$ cat src/rtl/loctag_pkg.sv
// Shared definitions for the LT5534 detector ADC sampler: FSM states,
// ADC frame geometry and a helper that picks the data bits out of a frame.
package loctag_pkg;

  typedef enum logic [2:0] {
    ST_IDLE,
    ST_SETTLE,
    ST_QUIET,
    ST_SHIFT,
    ST_DONE
  } state_e;

  localparam int FRAME_BITS = 16;
  localparam int LEAD_BITS  = 3;
  localparam int DATA_BITS  = 8;

  typedef logic [3:0] bit_idx_t;

  localparam bit_idx_t FIRST_DATA_IDX = 4'(LEAD_BITS);
  localparam bit_idx_t LAST_DATA_IDX  = 4'(LEAD_BITS + DATA_BITS - 1);
  localparam bit_idx_t LAST_BIT_IDX   = 4'(FRAME_BITS - 1);

  // True for the rising-edge indices that carry conversion data.
  function automatic logic is_data_bit(input bit_idx_t idx);
    return (idx >= FIRST_DATA_IDX) && (idx <= LAST_DATA_IDX);
  endfunction

endpackage

$ cat src/rtl/loctag_clk_en.sv
// Half-period tick generator for the ADC serial clock. Produces a one-cycle
// tick every CLK_DIV clk cycles while clear_i is low; held at zero otherwise,
// so the first tick always lands CLK_DIV cycles after chip select falls.
module loctag_clk_en #(
  parameter int CLK_DIV = 2
) (
  input  logic clk,
  input  logic reset,
  input  logic clear_i,
  output logic tick_o
);

  localparam int CW = (CLK_DIV > 1) ? $clog2(CLK_DIV) : 1;
  localparam logic [CW-1:0] LAST = CW'(CLK_DIV - 1);

  logic [CW-1:0] cnt_q, cnt_d;

  assign tick_o = !clear_i && (cnt_q == LAST);

  // Count clk cycles inside a half-period, restarting after each tick.
  always_comb begin
    cnt_d = cnt_q;
    if (clear_i || tick_o) begin
      cnt_d = '0;
    end else begin
      cnt_d = cnt_q + 1'b1;
    end
  end

  // Divider counter register.
  always_ff @(posedge clk or posedge reset) begin
    if (reset) begin
      cnt_q <= '0;
    end else begin
      cnt_q <= cnt_d;
    end
  end

endmodule

$ cat src/rtl/loctag_adc_sampler.sv
// LT5534 detector power control plus 16-bit serial ADC frame reader.
// Powers the detector, waits for it to settle, then reads frames back to back
// while enable is high, extracting the 8 data bits of each frame.
// Optional feature: define LOCTAG_ADC_AVG_EN to make sample_avg a running
// mean of the last four samples; otherwise sample_avg mirrors sample.
module loctag_adc_sampler
  import loctag_pkg::*;
#(
  parameter int CLK_DIV       = 2,
  parameter int SETTLE_CYCLES = 1000,
  parameter int QUIET_CYCLES  = 2
) (
  input  logic       clk,
  input  logic       reset,
  input  logic       enable,
  output logic       lt5534_en,
  output logic       adc_cs,
  output logic       adc_clk,
  input  logic       adc_so,
  output logic [7:0] sample,
  output logic [7:0] sample_avg,
  output logic       sample_valid,
  output logic       busy
);

  localparam int CNT_MAX = (SETTLE_CYCLES > QUIET_CYCLES) ? SETTLE_CYCLES : QUIET_CYCLES;
  localparam int CNT_W   = $clog2(CNT_MAX + 1);
  localparam logic [CNT_W-1:0] SETTLE_LAST = CNT_W'(SETTLE_CYCLES - 1);
  localparam logic [CNT_W-1:0] QUIET_LAST  = CNT_W'(QUIET_CYCLES - 1);

  state_e                 state_q, state_d;
  logic [CNT_W-1:0]       cnt_q, cnt_d;
  bit_idx_t               bit_q, bit_d;
  logic                   adc_clk_q, adc_clk_d;
  logic [DATA_BITS-1:0]   shift_q, shift_d;
  logic [7:0]             sample_q, sample_d;
  logic                   tick;
  logic                   frame_done;

  // Outputs decode straight from registered state so reset reaches them
  // without waiting for a clock edge.
  assign lt5534_en    = (state_q != ST_IDLE);
  assign busy         = (state_q != ST_IDLE);
  assign adc_cs       = (state_q != ST_SHIFT);
  assign adc_clk      = adc_clk_q;
  assign sample_valid = (state_q == ST_DONE);
  assign sample       = sample_q;

  loctag_clk_en #(
    .CLK_DIV(CLK_DIV)
  ) u_clk_en (
    .clk    (clk),
    .reset  (reset),
    .clear_i(adc_cs),
    .tick_o (tick)
  );

  // Next-state logic: detector settle, inter-frame quiet time and the
  // 16-edge serial shift, capturing data on each adc_clk rising edge.
  always_comb begin
    state_d   = state_q;
    cnt_d     = cnt_q;
    bit_d     = bit_q;
    adc_clk_d = 1'b1;
    shift_d   = shift_q;
    unique case (state_q)
      ST_IDLE: begin
        cnt_d = '0;
        if (enable) begin
          state_d = ST_SETTLE;
        end
      end
      ST_SETTLE: begin
        if (!enable) begin
          state_d = ST_IDLE;
          cnt_d   = '0;
        end else if (cnt_q == SETTLE_LAST) begin
          state_d = ST_QUIET;
          cnt_d   = '0;
        end else begin
          cnt_d = cnt_q + 1'b1;
        end
      end
      ST_QUIET: begin
        bit_d = '0;
        if (cnt_q == QUIET_LAST) begin
          state_d = ST_SHIFT;
          cnt_d   = '0;
        end else begin
          cnt_d = cnt_q + 1'b1;
        end
      end
      ST_SHIFT: begin
        adc_clk_d = adc_clk_q;
        if (tick) begin
          adc_clk_d = ~adc_clk_q;
          if (!adc_clk_q) begin
            if (is_data_bit(bit_q)) begin
              shift_d = {shift_q[DATA_BITS-2:0], adc_so};
            end
            if (bit_q == LAST_BIT_IDX) begin
              state_d = ST_DONE;
              bit_d   = '0;
            end else begin
              bit_d = bit_q + 1'b1;
            end
          end
        end
      end
      ST_DONE: begin
        cnt_d   = '0;
        state_d = enable ? ST_QUIET : ST_IDLE;
      end
      default: begin
        state_d = ST_IDLE;
        cnt_d   = '0;
        bit_d   = '0;
      end
    endcase
  end

  assign frame_done = (state_q == ST_SHIFT) && (state_d == ST_DONE);

  // The delivered sample only changes on the edge that enters DONE.
  always_comb begin
    sample_d = sample_q;
    if (frame_done) begin
      sample_d = shift_q;
    end
  end

  // Control and datapath registers.
  always_ff @(posedge clk or posedge reset) begin
    if (reset) begin
      state_q   <= ST_IDLE;
      cnt_q     <= '0;
      bit_q     <= '0;
      adc_clk_q <= 1'b1;
      shift_q   <= '0;
      sample_q  <= '0;
    end else begin
      state_q   <= state_d;
      cnt_q     <= cnt_d;
      bit_q     <= bit_d;
      adc_clk_q <= adc_clk_d;
      shift_q   <= shift_d;
      sample_q  <= sample_d;
    end
  end

`ifdef LOCTAG_ADC_AVG_EN
  logic [2:0][7:0] hist_q, hist_d;
  logic [7:0]      avg_q, avg_d;
  logic [9:0]      avg_sum;
  logic            settle_entry;

  assign settle_entry = (state_q == ST_IDLE) && (state_d == ST_SETTLE);
  assign sample_avg   = avg_q;

  // Mean of the new sample and the three before it; history restarts empty
  // each time the detector is powered up.
  always_comb begin
    hist_d  = hist_q;
    avg_d   = avg_q;
    avg_sum = {2'b00, shift_q} + {2'b00, hist_q[0]} + {2'b00, hist_q[1]} + {2'b00, hist_q[2]};
    if (settle_entry) begin
      hist_d = '0;
    end else if (frame_done) begin
      hist_d = {hist_q[1:0], shift_q};
      avg_d  = avg_sum[9:2];
    end
  end

  // Averaging history and result registers.
  always_ff @(posedge clk or posedge reset) begin
    if (reset) begin
      hist_q <= '0;
      avg_q  <= '0;
    end else begin
      hist_q <= hist_d;
      avg_q  <= avg_d;
    end
  end
`else
  assign sample_avg = sample_q;
`endif

endmodule
$ cat config.mk
export PLATFORM = sky130hd
export DESIGN_NAME = loctag_adc_sampler
export DESIGN_NICKNAME = d
export VERILOG_FILES = /design/src/rtl/loctag_pkg.sv /design/src/rtl/loctag_clk_en.sv /design/src/rtl/loctag_adc_sampler.sv
export SDC_FILE = /design/constraint.sdc
export NUM_CORES = 1
export LEC_CHECK = 0
export BUFFER_PORTS_ARGS = -buffer_cell sky130_fd_sc_hd__buf_4
export CORE_ASPECT_RATIO = 0.75
export CORE_MARGIN = 2
export CORE_UTILIZATION = 60
export CTS_BUF_LIST = sky130_fd_sc_hd__clkbuf_16
export DETAILED_ROUTE_END_ITERATION = 12
export PLACE_DENSITY = 0.83
export SYNTH_ARGS = -nofsm -noshare
export SYNTH_HDL_FRONTEND = slang
export SYNTH_HIERARCHICAL = 1
export SYNTH_SLANG_ARGS = --single-unit
$ cat constraint.sdc
create_clock -name clk -period 5.2 [get_ports clk]
set_clock_uncertainty 0.1 [all_clocks]
set_input_delay 1.04 -clock clk [delete_from_list [all_inputs] [get_ports clk]]
set_output_delay 1.04 -clock clk [all_outputs]
set_load 0.02 [all_outputs]
# ---- Word level (Yosys, flattened, before mapping)
# Index checks and enable logic that the tools add are counted.
dict set report classes {
  addsub 3
  n_lt_le_gt_ge 2
  n_eq_ne 11
  n_mux 20
  bitwise 2
  reduce_logical 10
}
# op count
set ops {}
lappend ops {{2-to-1 mux 10 bit} 3}
lappend ops {{one-hot mux 10 bit (3 select lines)} 1}
lappend ops {{2-to-1 mux 3 bit} 7}
lappend ops {{one-hot mux 3 bit (5 select lines)} 1}
lappend ops {{2-to-1 mux 4 bit} 3}
lappend ops {{adder 10 x 1 -> 10 bit (second input constant)} 1}
lappend ops {{equality test 10 x 1 -> 1 bit (second input constant)} 1}
lappend ops {{equality test 10 bit (second input constant)} 1}
lappend ops {{one-hot mux 4 bit (2 select lines)} 1}
lappend ops {{equality test 3 x 2 -> 1 bit (second input constant)} 2}
lappend ops {{equality test 3 bit (second input constant)} 2}
lappend ops {{adder 4 x 1 -> 4 bit (second input constant)} 1}
lappend ops {{equality test 4 bit (second input constant)} 1}
lappend ops {{>= comparator 4 x 2 -> 1 bit (second input constant)} 1}
lappend ops {{less-or-equal comparator 4 bit (second input constant)} 1}
lappend ops {{AND reduction 4 bit} 1}
lappend ops {{equality test 3 x 1 -> 1 bit (second input constant)} 1}
lappend ops {{logical AND 1 bit} 3}
lappend ops {{zero test 3 bit} 1}
lappend ops {{2-to-1 mux 1 bit} 3}
lappend ops {{inequality test 3 x 2 -> 1 bit (second input constant)} 1}
lappend ops {{AND reduction 3 bit} 1}
lappend ops {{nonzero test 3 bit} 1}
lappend ops {{OR reduction 3 bit} 1}
lappend ops {{other kinds (7)} 8}
dict set report word_totals {
  ff_bits 35
  input_bits 4
  out_inout_bits 21
  word_cells 55
}

# ---- Longest topological paths before layout
dict set report depth {
  word_depth 7
  ltp_mapped 11
  mapped_depth_nobuf 8
}

# ---- Cells and area by module
# Netlist, hierarchy kept.
# mod instances cells_each area_each_um2 seq_area_each_um2
set by_module_without_submodules {}
lappend by_module_without_submodules {loctag_adc_sampler 1 158 1701.6 852.1}
lappend by_module_without_submodules {loctag_clk_en 1 4 46.3 25.0}

# ---- Worst setup path after synthesis
# OpenSTA, ideal clock, no wires.
dict set report synth_path {
  path_kind {register -> output}
  start {reg state_q[0]}
  end {out adc_cs}
  arrival_ps 1358
  t_required_ps 4060
  setup_slack_ps 2702
  path_stages_with_launch 6
  path_buffers 3
  path_cell_list {dfrtp_1 -> buf_2 -> and3b_1 -> buf_4 -> inv_2 -> clkbuf_1}
}
dict set report synth_via {
  elab_chain_len 1
}
# element line
set synth_lines {}
lappend synth_lines {{start, declared} loctag_adc_sampler.sv:31} ;# state_e state_q, state_d;
lappend synth_lines {{start signal, assigned} loctag_adc_sampler.sv:142} ;# state_q <= state_d;
lappend synth_lines {{inequality test 3 x 2 -> 1 bit} loctag_adc_sampler.sv:44} ;# assign adc_cs = (state_q != ST_SHIFT);
lappend synth_lines {{end, declared} loctag_adc_sampler.sv:17} ;# output logic adc_cs,
# Every way passes these cells.

# ---- Worst setup path in the final report
dict set report layout_path {
  start {reg state_q[2]}
  end {out adc_cs}
}
# Same word-level chain as after synthesis.

==> flow_metrics.py <==
metrics = {
    "clock_network": {
        "post_cts_resized": 0,
        "cts_tree": "done",
        "clk_latency_ps": 270,
        "cts-root-buf": "clkbuf_16",
        "clockBufferDepth": 2,
        "clk_pin_slew_worst_paths_ps": 50,
        "cts_setup_buffers": 0,
        "cts_sinks": 35,
        "htree_levels": 2,
        "hold_buffers": 0,
        "cts_buffers": 5,
    },
    "worst_setup_path": {
        "critPathMaxFanout": 16,
        "critPathLaunchType": "flop",
        "path_cells": "and3b_1, inv_2, buf_4",
        "cp_num_cells": 3,
        "criticalPathCategory": "flop to output port",
        "crit_path_end_kind": "output port",
        "reg2reg_slack_ps": 2660,
        "reg2regPathDepth": 6,
        "crit_family": "flip-flops",
        "cp.arrival_ps": 1630,
        "crit_slowest_cell": "dfrtp_1",
        "cpPeakStageDelay_ps": 460,
        "critPathRequiredTime_ps": 4060,
        "cp.buffers_inverters": 2,
    },
    "routing": {
        "drt-total-wl_mm": 3.21,
        "wl_per_cell_um": 14.8,
        "drt_iter0_markers": 104,
        "drc": 0,
        "postRouteAntennaNets": 0,
        "firstDrtPassIters": 4,
        "avgViaCountPerCell": 5.73,
        "vias": 1244,
    },
    "floorplanning": {
        "die-height_um": 50.7,
        "core_sq_um": 2680,
        "die-area_sq_um": 3370,
        "num_rows": 16,
        "ios": 25,
        "initial_core_util_pct": 65.2,
        "die_x_um": 66.3,
    },
    "synth": {
        "syn_area_sq_um": 1750,
        "yosysSeqAreaShare_pct": 50.2,
        "avgSynthCellArea_sq_um": 10.8,
        "yosysUniqueCellTypes": 39,
        "synth_top_area_cell": "dfrtp_1",
        "synth_commonest_cells": "dfrtp_1, mux2_2, buf_4, nand2_1, o21ai_0",
        "synth_ff_type": "dfrtp_1",
        "ys_async_sr_fraction_pct": 100,
        "yosysMostFrequentCell": "dfrtp_1",
        "synth-edff-count": 0,
        "synth_nets": 170,
        "yosysWarnings": 6,
        "synth_seq_cells": 35,
        "synth.area.top_cells": "dfrtp_1, mux2_2, buf_4",
        "syn_inst": 162,
        "synth_top_area_share_pct": 48.7,
    },
    "layout": {
        "finalNetCount": 188,
        "n_fill_cell": 187,
        "regArea_sq_um": 877,
        "syn_to_final_growth_pct": 15.5,
        "drive_above_1_share_pct": 28.7,
        "multi_input_area_sq_um": 749,
        "diodes": 0,
    },
    "placed_design": {
        "dp_hpwl_mm": 2.29,
        "io_buffer_count": 24,
        "globalplace.congestion": 0.861,
    },
    "status": {
        "status": "completed",
    },
    "sta": {
        "maxSlewViolCount": 0,
        "fin_crit_sh_pct": 53.2,
        "timing_hold_violations_final": 0,
        "max_slew_margin_pct": 29.6,
        "tightestPinTransition_ps": 1060,
        "setup_viol": 0,
        "min_period_ps": 2770,
        "rsz0062_at_grt": "false",
        "setup_tns_ps": 0,
        "fmax_ghz": 0.361,
    },
    "power": {
        "p_leak_nw": 0.984,
        "p_per_area_nw_per_um2": 276,
        "power.total_uw": 558,
        "peakVddDrop_v": 0.000227,
    },
    "min_path": {
        "hold_path_depth": 1,
        "min_path_type": "flop to flop",
    },
    "grt": {
        "grt_pass1_vias": 1198,
        "gr-total-overflow": 0,
        "grt_usage_pct": 21.0,
        "grt_max_degree": 21,
        "antenna_found_initial": 0,
        "grt_pass1_wl_mm": 5.35,
    },
    "flow_run": {
        "maxCapViolCount": 0,
    },
}
routing by layer:
layer  vias up  global-route usage, %  wire [um]  share of wire, %
li1        606                      -          -                 -
met1       609                   27.2       1410                44
met2        27                   35.8       1670                52
met3         2                   6.05        130               4.0
met4         0                   3.06          4              0.12
met5         -                      0          0                 0
sequential cells by signal, summed over array words and instances (netlist names):
name	count
sample	8
state_q	3
adc_clk	1
bit_q	4
cnt_q	10
shift_q	8
u_clk_en/cnt_q	1
power by group:
| part | internal, mW | switching (mW) | total [mW] |
|---|---|---|---|
| Clock | 0.172 | 0.0965 | 0.269 |
| Sequential | 0.276 | 0.00219 | 0.278 |
| Combinational | 0.00439 | 0.00643 | 0.0108 |
| Total | 0.453 | 0.105 | 0.558 |
cell usage in the layout, fill, tap and decap left out, drive strengths merged:
cell type / instances
dfrtp: 34
buf: 25
mux2: 16
nand2: 12
o21ai: 12
nor2: 9
nand3: 7
a21oi: 7
inv: 7
nor3b: 5
clkbuf: 5
a21o: 4
ha: 4
nor3: 4
nor2b: 3
nor4: 2
and3b: 2
nand4: 2
o22ai: 2
nand2b: 2
mux2i: 2
clkinv: 2
and4: 1
and2: 1
a32oi: 1
xnor2: 1
or3: 1
o311ai: 1
o21a: 1
a22oi: 1
o22a: 1
xor2: 1
and3: 1
o31ai: 1
dfstp: 1
through the flow:
step / hold WS [ps] / instances / instance area [sq um] / util, % / setup slack [ps]
after floorplan: 304 / 162 / 1750 / - / 2700
after global placement: 318 / 209 / 1880 / 70.1 / 2360
after detailed placement: 350 / 209 / 1880 / 70.1 / 2280
after CTS: 356 / 217 / 2020 / 75.3 / 2430
after global routing: 373 / 217 / 2020 / 75.3 / 2290
final: 359 / 217 / 2020 / 75.3 / 2430
logic make-up (layout without fill, tap and decap cells):
kind of cell / after synthesis / after routing / share of synthesized area (%)
AO/OA/AOI/OAI: 31 / 31 / 10.9
buffers and inverters: 20 / 39 / 6.94
AND/OR/NAND/NOR: 52 / 52 / 16.7
adder cells (fa/ha/maj): 4 / 4 / 2.86
flip-flops: 35 / 35 / 50.2
XOR/XNOR: 2 / 2 / 1.00
multiplexers: 18 / 18 / 11.5
layout make-up:
cell class | count | share of cell area (%)
Timing Repair Buffer | 25 | 9.29
Multi-Input combinational cell | 107 | 37.1
Inverter | 6 | 1.12
Clock buffer | 5 | 6.20
Clock inverter | 3 | 0.620
Sequential cell | 35 | 43.4
Tap cell | 36 | 2.23
final timing paths:
kind	from	end
max in group asynchronous	reset	cnt_q[6]
worst min-delay path	u_clk_en/cnt_q	u_clk_en/cnt_q
worst max register to register	state_q[2]	sample[1]
min in group asynchronous	reset	u_clk_en/cnt_q
worst max-delay path	state_q[2]	adc_cs
worst min register to register	u_clk_en/cnt_q	u_clk_en/cnt_q
(Power assumes the default switching activity.)
